$ cat src/rtl/pipe_pkg.sv
// Shared definitions for pipeline-stage registers: occupancy states and
// default payload width / NOP encoding.
package pipe_pkg;

    typedef enum logic [1:0] {
        ST_EMPTY = 2'd0,
        ST_FULL  = 2'd1,
        ST_SKID  = 2'd2
    } state_t;

    localparam int          DEF_DATA_W = 64;
    // MIPS sll $0,$0,0
    localparam logic [31:0] NOP_INSTR  = 32'h0000_0000;

endpackage

$ cat src/rtl/sat_counter.sv
// Saturating up-counter with enable; sticks at all-ones.
module sat_counter #(
    parameter int CNT_W = 16
) (
    input  logic             i_clk,
    input  logic             i_rst,
    input  logic             i_en,
    output logic [CNT_W-1:0] o_cnt
);

    logic [CNT_W-1:0] r_cnt;

    always_ff @(posedge i_clk or posedge i_rst) begin
        if (i_rst)
            r_cnt <= '0;
        else if (i_en && (r_cnt != '1))
            r_cnt <= r_cnt + CNT_W'(1);
    end

    assign o_cnt = r_cnt;

endmodule

$ cat src/rtl/pipe_stage_reg.sv
// Pipeline-stage register with valid/ready handshake, optional skid entry,
// hazard hold, NOP-inserting flush and a saturating bubble counter.
module pipe_stage_reg
    import pipe_pkg::*;
#(
    parameter int                DATA_W     = DEF_DATA_W,
    parameter logic [DATA_W-1:0] FLUSH_MASK = DATA_W'(64'h0000_0000_FFFF_FFFF),
    parameter logic [DATA_W-1:0] NOP_VALUE  = DATA_W'({32'h0, NOP_INSTR}),
    parameter bit                SKID_EN    = 1'b1,
    parameter int                CNT_W      = 16
) (
    input  logic              CLK,
    input  logic              RST,
    input  logic              in_valid,
    output logic              in_ready,
    input  logic [DATA_W-1:0] in_data,
    output logic              out_valid,
    input  logic              out_ready,
    output logic [DATA_W-1:0] out_data,
    input  logic              hold,
    input  logic              flush,
    output logic [CNT_W-1:0]  bubble_cnt
);

    state_t            r_state, w_state_nxt;
    logic [DATA_W-1:0] r_main,  w_main_nxt;
    logic [DATA_W-1:0] r_skid,  w_skid_nxt;
    logic              w_accept, w_drain;

    // With the skid entry, in_ready is purely registered; without it, a full
    // stage can only take a beat when the current one leaves the same cycle.
    assign in_ready  = (SKID_EN ? (r_state != ST_SKID)
                                : ((r_state == ST_EMPTY) || out_ready)) && !hold;
    assign out_valid = (r_state != ST_EMPTY) && !hold;
    assign out_data  = r_main;

    assign w_accept = in_valid && in_ready;
    assign w_drain  = out_valid && out_ready;

    always_comb begin
        w_state_nxt = r_state;
        w_main_nxt  = r_main;
        w_skid_nxt  = r_skid;
        if (flush) begin
            w_state_nxt = ST_EMPTY;
            w_main_nxt  = (r_main & ~FLUSH_MASK) | (NOP_VALUE & FLUSH_MASK);
        end else begin
            case (r_state)
                ST_EMPTY: begin
                    if (w_accept) begin
                        w_state_nxt = ST_FULL;
                        w_main_nxt  = in_data;
                    end
                end
                ST_FULL: begin
                    if (w_accept && w_drain) begin
                        w_main_nxt = in_data;
                    end else if (w_accept) begin
                        w_state_nxt = ST_SKID;
                        w_skid_nxt  = in_data;
                    end else if (w_drain) begin
                        w_state_nxt = ST_EMPTY;
                    end
                end
                ST_SKID: begin
                    if (w_drain) begin
                        w_state_nxt = ST_FULL;
                        w_main_nxt  = r_skid;
                    end
                end
                default: w_state_nxt = ST_EMPTY;
            endcase
        end
    end

    always_ff @(posedge CLK or posedge RST) begin
        if (RST) begin
            r_state <= ST_EMPTY;
            r_main  <= NOP_VALUE;
            r_skid  <= NOP_VALUE;
        end else begin
            r_state <= w_state_nxt;
            r_main  <= w_main_nxt;
            r_skid  <= w_skid_nxt;
        end
    end

    sat_counter #(.CNT_W(CNT_W)) u_bubble_cnt (
        .i_clk (CLK),
        .i_rst (RST),
        .i_en  (!out_valid),
        .o_cnt (bubble_cnt)
    );

endmodule

$ cat config.mk
export PLATFORM = sky130hd
export DESIGN_NAME = pipe_stage_reg
export DESIGN_NICKNAME = d
export VERILOG_FILES = /design/src/rtl/pipe_pkg.sv /design/src/rtl/sat_counter.sv /design/src/rtl/pipe_stage_reg.sv
export SDC_FILE = /design/constraint.sdc
export NUM_CORES = 1
export LEC_CHECK = 0
export CORE_ASPECT_RATIO = 0.7
export CORE_UTILIZATION = 45
export CTS_CLUSTER_SIZE = 28
export DETAILED_ROUTE_END_ITERATION = 6
export PLACE_DENSITY = 0.73
export SYNTH_ARGS = -nofsm -noshare
export SYNTH_HDL_FRONTEND = slang
export SYNTH_SLANG_ARGS = --single-unit
export TNS_END_PERCENT = 10
$ cat constraint.sdc
create_clock -name CLK -period 6.69 [get_ports CLK]
set_input_delay 1.0035 -clock CLK [delete_from_list [all_inputs] [get_ports CLK]]
set_output_delay 1.0035 -clock CLK [all_outputs]
set_load 0.03 [all_outputs]
==> results.json, run 1 <==
{
  "status": "finished, final reports clean",
  "start_util_pct": 46.57,
  "viasPerCell": 5.081,
  "cp.required_ps": 5690,
  "p_total_mw": 2.872,
  "gr-total-overflow": 0,
  "peakVddDrop_mv": 0.1628,
  "diodes": 0,
  "cp_max_fo": 12,
  "async_flop_share_pct": 100.0,
  "clock_latency_ps": 410,
  "clk_pin_slew_ps": 60,
  "dieArea_mm2": 0.01509,
  "holdCritPathClass": "flip-flop to flip-flop",
  "grt_max_degree": 82,
  "placed_cell_area_mm2": 0.008185,
  "ys_types": 42,
  "yosys_warnings": 0,
  "tightest_slew_ps": 988.3,
  "power_leakage_nw": 4.201,
  "avgSynthCellArea_um2": 12.14,
  "cts_inserted_buffers": 17,
  "max_freq_mhz": 266.4,
  "finalSetupViolations": 0,
  "grt_pass1_vias": 4580,
  "hold_path.startpoint": "out_data[10]",
  "rsz0062_at_grt": "no",
  "post_cts_buffers": 0,
  "slew_headroom_pct": 34.11,
  "worstSetupEndpointType": "output port",
  "pin_count": 152,
  "die_w_um": 146.4,
  "cts_tree": "yes",
  "avgRoutedWirePerCell_um": 16.25,
  "first_pass_iters": 4,
  "r2r_start": "r_state[1]",
  "ys.flop_type": "dfrtp_1",
  "clockRootBuffer": "clkbuf_16",
  "crit_type": "input port to output port",
  "slew_violations": 0,
  "crit_start": "hold",
  "syn2layout_area_growth_pct": 34.20,
  "cts.sinks": 146,
  "grt_first_pass_wirelength_um": 23620,
  "synth-edff-count": 0,
  "syn-cell-area_mm2": 0.006566,
  "postRouteAntennaNets": 0,
  "fin_nets": 758,
  "ys_seq_area_share_pct": 55.64,
  "place_congestion": 0.7835,
  "period_share_pct": 56.11,
  "h-tree-depth": 4,
  "drtIter0Drc": 174,
  "routed_wl_um": 14470,
  "core_area_mm2": 0.01410,
  "finClkSkew_ps": 8.504,
  "tns_ps": 0,
  "drc_errors": 0,
  "drive_gt1_share_pct": 20.86,
  "cp.arrival_ps": 2750,
  "vias": 4522,
  "grt_use_total_pct": 20.27,
  "dp_hpwl_um": 9263,
  "cts_max_path_buffers": 2,
  "final_cell_area_mm2": 0.008812,
  "syn_nets": 612,
  "cap_violations": 0,
  "syn_inst": 541,
  "startpoint_type": "input port",
  "grt_antenna_before_repair": 0,
  "cts.repair.resized": 0,
  "hold_viol": 0,
  "period_needed_ps": 3754,
  "rows": 36,
  "die_y_um": 103.1,
  "power.density_mw_per_mm2": 325.9,
  "synth-seq-cells": 146,
  "postCtsHoldBufs": 0,
  "port_buffers": 151
}
## stage by stage
step                      worst slack, ps  util [%]  hold WS, ps  std cells
after detailed placement             2943     58.06        469.4        858
after global routing                 2871     62.50        507.3        890
after global placement               2961     58.06        463.7        858
after CTS                            2943     62.50        482.5        890
after floorplan                      1764         -        478.6        541
final                                2936     62.50        475.5        890
## layout by cell type (no fill, tap or decap), drive strengths merged, types with 2 or more instances in the layout
master,n
xnor2,5
and3,3
mux2i,33
clkbuf,20
nand3,3
and4,2
nand2b,2
o21ai,33
clkinvlp,5
nor3,6
nand2,134
nor2,7
dfrtp,146
xor2,7
clkdlybuf4s50,151
or2,2
inv,5
a21oi,6
nor4,3
buf,5
nand4,8
mux2,97
bufinv,4
## report_power, final
| part | leakage, nW | switching [mW] | internal (mW) |
|---|---|---|---|
| clock | 0.289 | 0.371 | 0.636 |
| combinational | 2.02 | 0.350 | 0.349 |
| sequential | 1.89 | 0.125 | 1.04 |
## area by class of cell
type | count | area [µm²]
Multi-Input combinational cell | 363 | 2729
Timing Repair Buffer | 156 | 1549
Clock inverter | 12 | 180.2
Tap cell | 190 | 237.7
Clock buffer | 20 | 446.7
Fill cell | 1081 | 5286
Sequential cell | 146 | 3654
Inverter | 3 | 16.27
## cells in the mapped netlist (3+ instances only)
library cell	n	area (µm²)
dfrtp_1	146	3654
nand2_1	133	499.2
mux2_2	68	765.7
mux2i_1	33	330.3
mux2_4	29	435.4
o21ai_0	24	120.1
buf_2	11	55.05
o21ai_1	9	45.04
clkbuf_1	8	30.03
nand4_1	7	43.79
xor2_1	7	61.31
a21oi_1	6	30.03
nor3_1	6	30.03
buf_4	5	37.54
nor2_1	5	18.77
xnor2_1	5	43.79
and3_1	3	18.77
inv_1	3	11.26
nand3_1	3	15.01
## critical path, stage by stage
cell             delay, ps
clkdlybuf4s50_1        530
o21ba_2                480
clkdlybuf4s50_1        730
## sequential cells by signal (all words and copies together), names as in the netlist
signal	flops
u_bubble_cnt.o_cnt	16
r_skid	64
out_data	64
r_state	2
## per-layer routing
layer / vias up / share of wire (%) / global-route usage [%] / wire, µm
met5: - / 0 / 0 / 0
met4: 0 / 0.93 / 7.532 / 134
met3: 12 / 7.5 / 7.035 / 1078
met2: 127 / 46 / 31.79 / 6652
met1: 2229 / 46 / 26.25 / 6601
li1: 2154 / - / - / -
## logic make-up after synthesis
| logic type | after synthesis | share of synthesized area, % |
|---|---|---|
| multiplexers | 130 | 23.32 |
| adder cells (fa/ha/maj) | 1 | 0.1905 |
| AO/OA/AOI/OAI | 45 | 3.887 |
| AND/OR/NAND/NOR | 175 | 12.33 |
| XOR/XNOR | 12 | 1.601 |
| flip-flops | 146 | 55.64 |
| buffers and inverters | 32 | 3.030 |
## path summary, 6_finish.rpt
| kind | endpoint | slack [ps] | cells after the start |
|---|---|---|---|
| worst max-delay path | out_valid | 2940 | 3 |
| worst min-delay path | out_data[10] | 480 | 2 |
| worst max register to register | out_data[59] | 4110 | 4 |
| worst min register to register | out_data[10] | 480 | 2 |
| max in group asynchronous | r_skid[13] | 4250 | 3 |
| min in group asynchronous | out_data[26] | 1120 | 2 |
No activity file was read; power rests on OpenSTA's default activity.
==> run 2: changes to the inputs <==
==> constraint.sdc (replaced) <==
create_clock -name CLK -period 3.86 [get_ports CLK]
set_input_delay 0.579 -clock CLK [delete_from_list [all_inputs] [get_ports CLK]]
set_output_delay 0.579 -clock CLK [all_outputs]
set_load 0.03 [all_outputs]
==> results.json, run 2 (same netlist as run 1, synthesis figures left out) <==
{
  "dp_hpwl_um": 9695,
  "period_share_pct": 74.64,
  "cts.sinks": 146,
  "start_util_pct": 46.57,
  "postCtsHoldBufs": 0,
  "cts.repair.resized": 0,
  "drc_errors": 0,
  "period_needed_ps": 2881,
  "drtIter0Drc": 155,
  "dieArea_mm2": 0.01509,
  "cts_max_path_buffers": 2,
  "die_y_um": 103.1,
  "cts_tree": "yes",
  "holdCritPathClass": "flip-flop to flip-flop",
  "mostFrequentLayoutCells": "clkdlybuf4s50_1, dfrtp_1, nand2_1, mux2_2, mux2i_1",
  "cp.required_ps": 3280,
  "critPathTopFamily": "buffers and inverters",
  "hold_viol": 0,
  "vias": 4540,
  "postRouteAntennaNets": 0,
  "max_freq_mhz": 347.1,
  "cp.arrival_ps": 2300,
  "cap_violations": 0,
  "cp_cell_sequence": "clkdlybuf4s50_1 -> o21ba_2 -> clkdlybuf4s50_1",
  "post_cts_buffers": 0,
  "grt_first_pass_wirelength_um": 24810,
  "gr-total-overflow": 0,
  "die_w_um": 146.4,
  "slew_headroom_pct": 48.13,
  "final_common_cell": "clkdlybuf4s50_1",
  "tightest_slew_ps": 778.1,
  "worstSetupEndpointType": "output port",
  "grt_pass1_vias": 4887,
  "grt_use_total_pct": 21.21,
  "slew_violations": 0,
  "rows": 36,
  "core_area_mm2": 0.01410,
  "clock_latency_ps": 410,
  "avgRoutedWirePerCell_um": 16.51,
  "cpMostUsedCell": "clkdlybuf4s50_1",
  "holdWs_ps": 481.7,
  "h-tree-depth": 4,
  "viasPerCell": 5.090,
  "placed_cell_area_mm2": 0.008249,
  "finalSetupViolations": 0,
  "clockRootBuffer": "clkbuf_16",
  "first_pass_iters": 4,
  "tns_ps": 0,
  "port_buffers": 151,
  "power_leakage_nw": 4.224,
  "diodes": 0,
  "cts_inserted_buffers": 17,
  "clk_pin_slew_ps": 60,
  "finClkSkew_ps": 11.30,
  "rsz0062_at_grt": "no",
  "critPathMaxStageDelay_ps": 730,
  "drive_gt1_share_pct": 21.08,
  "routed_wl_um": 14730,
  "grt_max_degree": 74,
  "place_congestion": 0.8014,
  "startpoint_type": "input port",
  "crit_buf_inv": 2,
  "final_cell_area_mm2": 0.008860,
  "grt_antenna_before_repair": 0,
  "pin_count": 152,
  "slowest_stage": "clkdlybuf4s50_1",
  "fillerInstances": 1093,
  "fin_nets": 760,
  "status": "finished, final reports clean",
  "crit_type": "input port to output port",
  "syn2layout_area_growth_pct": 34.93,
  "power.density_mw_per_mm2": 558.8,
  "cp_max_fo": 12,
  "peakVddDrop_mv": 0.3037
}
run 2: cell count changes in the layout (fill, tap and decap cells not counted):
| cell | before | now |
|---|---|---|
| clkinv_2 | 1 | 0 |
| buf_4 | 5 | 3 |
| buf_12 | 0 | 4 |
| clkbuf_8 | 1 | 0 |
| clkinv_4 | 0 | 2 |
| inv_8 | 0 | 2 |
| inv_6 | 3 | 2 |
| bufinv_16 | 4 | 3 |
run 2: final cells by class:
| cell class | instances | area, µm² | area share (%) |
|---|---|---|---|
| Clock buffer | 19 | 432.9 | 4.886 |
| Clock inverter | 13 | 177.7 | 2.005 |
| Inverter | 3 | 15.01 | 0.1695 |
| Multi-Input combinational cell | 363 | 2729 | 30.80 |
| Sequential cell | 146 | 3654 | 41.24 |
| Tap cell | 190 | 237.7 | 2.683 |
| Timing Repair Buffer | 158 | 1614 | 18.22 |
run 2: final timing paths:
| kind | start | end | slack [ps] | cells after the start |
|---|---|---|---|---|
| setup / recovery | hold | out_valid | 980 | 3 |
| hold / removal | out_data[7] | out_data[7] | 480 | 2 |
| setup reg to reg | r_state[0] | out_data[10] | 1680 | 4 |
| hold reg to reg | out_data[7] | out_data[7] | 480 | 2 |
| max in group asynchronous | RST | out_data[32] | 2440 | 3 |
| min in group asynchronous | RST | u_bubble_cnt.o_cnt[15] | 630 | 2 |
run 2: power breakdown:
| part | switching (mW) | internal, mW | leakage, nW |
|---|---|---|---|
| clock network | 0.668 | 1.03 | 0.284 |
| logic | 0.611 | 0.609 | 2.05 |
| registers | 0.225 | 1.80 | 1.89 |
run 2: layer usage:
layer,vias up,wire length (µm),global-route usage [%]
li1,2148,-,-
met1,2269,6581,25.86
met2,110,7007,35.71
met3,13,1023,7.832
met4,0,119,6.170
met5,-,0,0
run 2: worst reg2reg max path: cells and delay by family, from the launching register on:
family	cells	cell delay, ps
and+or+nand+nor	1	670
buffers and inverters	1	550
DFF	1	450
muxes	1	250
AOI/OAI and AO/OA	1	100
run 2: metrics by stage:
step / instances / setup slack [ps] / power (mW) / util [%]
after floorplan: 541 / 1448 / 2.751 / -
after global placement: 860 / 989.1 / 3.228 / 58.51
after detailed placement: 860 / 955.2 / 3.276 / 58.51
after CTS: 892 / 963.4 / 4.999 / 62.84
after global routing: 892 / 905.2 / 5.178 / 62.84
final: 892 / 978.9 / 4.950 / 62.84
==> run 3: changes to the inputs <==
--- a/config.mk
+++ b/config.mk
@@ -9,7 +9,7 @@
 export CORE_UTILIZATION = 45
 export CTS_CLUSTER_SIZE = 28
 export DETAILED_ROUTE_END_ITERATION = 6
-export PLACE_DENSITY = 0.73
+export PLACE_DENSITY = 0.76
 export SYNTH_ARGS = -nofsm -noshare
 export SYNTH_HDL_FRONTEND = slang
 export SYNTH_SLANG_ARGS = --single-unit
==> constraint.sdc (replaced) <==
create_clock -name CLK -period 2.5 [get_ports CLK]
set_input_delay 0.375 -clock CLK [delete_from_list [all_inputs] [get_ports CLK]]
set_output_delay 0.375 -clock CLK [all_outputs]
set_load 0.03 [all_outputs]
==> results.json, run 3 (same netlist as run 1, synthesis figures left out) <==
{
  "first_pass_iters": 4,
  "drc_errors": 0,
  "cts_inserted_buffers": 17,
  "die_y_um": 103.1,
  "clock_latency_ps": 410,
  "core_area_mm2": 0.01410,
  "critPathTopFamily": "buffers and inverters",
  "drtIter0Drc": 163,
  "viasPerCell": 5.059,
  "diodes": 0,
  "final_common_cell": "clkdlybuf4s50_1",
  "peakVddDrop_mv": 0.4604,
  "p_total_mw": 7.625,
  "clk_pin_slew_ps": 60,
  "cts_max_path_buffers": 2,
  "slew_violations": 0,
  "cp_cell_sequence": "and2b_2 -> nor2_1 -> clkdlybuf4s50_1",
  "holdWs_ps": 426.7,
  "final_core_util_pct": 63.34,
  "postRouteAntennaNets": 0,
  "busiest_layer": "met2",
  "cp.arrival_ps": 1920,
  "finalNonFillerCells": 898,
  "grt_pass1_vias": 4667,
  "period_needed_ps": 2290,
  "rsz0062_at_grt": "no",
  "period_share_pct": 91.61,
  "placed_cell_area_mm2": 0.008319,
  "dp_hpwl_um": 9598,
  "grtUsageMet1_pct": 25.97,
  "vias": 4543,
  "cts.repair.resized": 0,
  "syn2layout_area_growth_pct": 35.99,
  "die_w_um": 146.4,
  "grt_antenna_before_repair": 0,
  "tns_ps": 0,
  "fillerInstances": 1110,
  "place_congestion": 0.8006,
  "power.density_mw_per_mm2": 853.9,
  "pin_count": 152,
  "crit_type": "flip-flop to output port",
  "cp.required_ps": 2120,
  "mostFrequentLayoutCells": "clkdlybuf4s50_1, dfrtp_1, nand2_1, mux2_2, mux2i_1",
  "post_cts_buffers": 0,
  "finalSetupViolations": 0,
  "dp_slack_ps": 238.9,
  "port_buffers": 151,
  "postCtsHoldBufs": 0,
  "tightest_slew_ps": 705.1,
  "critPathMaxStageDelay_ps": 680,
  "final_cell_area_mm2": 0.008930,
  "dieArea_mm2": 0.01509,
  "worstSetupEndpointType": "output port",
  "cts_tree": "yes",
  "use_met3_pct": 6.239,
  "fin_nets": 766,
  "startpoint_type": "flip-flop",
  "cp_max_fo": 8,
  "status": "finished, final reports clean",
  "grt_max_degree": 81,
  "place_inst": 866,
  "power_leakage_nw": 4.271,
  "clockRootBuffer": "clkbuf_16",
  "rows": 36,
  "start_util_pct": 46.57,
  "crit_buf_inv": 1,
  "cap_violations": 0,
  "drive_gt1_share_pct": 22.03,
  "hold_viol": 0,
  "gr-total-overflow": 0,
  "cts.sinks": 146,
  "slowest_stage": "clkdlybuf4s50_1",
  "gr-usage-met2_pct": 32.71,
  "holdCritPathClass": "input port to async pin",
  "fin_ws_ps": 209.7,
  "grt_use_total_pct": 20.20,
  "h-tree-depth": 4,
  "max_freq_mhz": 436.6,
  "finClkSkew_ps": 9.366,
  "grt_first_pass_wirelength_um": 23630,
  "avgRoutedWirePerCell_um": 16.06,
  "routed_wl_um": 14420,
  "slew_headroom_pct": 52.99
}
[run 3: final timing paths]
kind / from / endpoint / slack (ps) / cells after the start
max: r_state[1] / in_ready / 210 / 3
min: RST / u_bubble_cnt.o_cnt[10] / 430 / 3
max reg2reg: r_state[0] / out_data[33] / 620 / 5
min reg2reg: out_data[9] / out_data[9] / 480 / 2
max in group asynchronous: RST / r_skid[41] / 1690 / 3
min in group CLK: out_data[9] / out_data[9] / 480 / 2
[run 3: area by class of cell]
| class | count | area, µm² | area share, % |
|---|---|---|---|
| multi-input combinational | 363 | 2729 | 30.56 |
| timing repair buffer | 164 | 1684 | 18.86 |
| sequential | 146 | 3654 | 40.91 |
| inverter | 3 | 15.01 | 0.1681 |
| clock inverter | 13 | 157.7 | 1.765 |
| tap | 190 | 237.7 | 2.662 |
| clock buffer | 19 | 452.9 | 5.072 |
[run 3: worst min-delay path: stages]
cell and delay [ps]:
clkdlybuf4s50_1 440, clkinvlp_4 130, buf_12 290
[run 3: routing by layer]
layer  vias to the layer above  wire length (µm)  part of all wire [%]
li1                       2163                 -                     -
met3                        11               898                   6.2
met4                         0               127                  0.88
met5                         -                 0                     0
met1                      2254              6708                    47
met2                       115              6685                    46
[run 3: report_power, final]
group	switching, mW	leakage, nW	internal [mW]
Combinational	0.941	2.09	0.949
Sequential	0.344	1.89	2.79
Clock	0.985	0.291	1.62
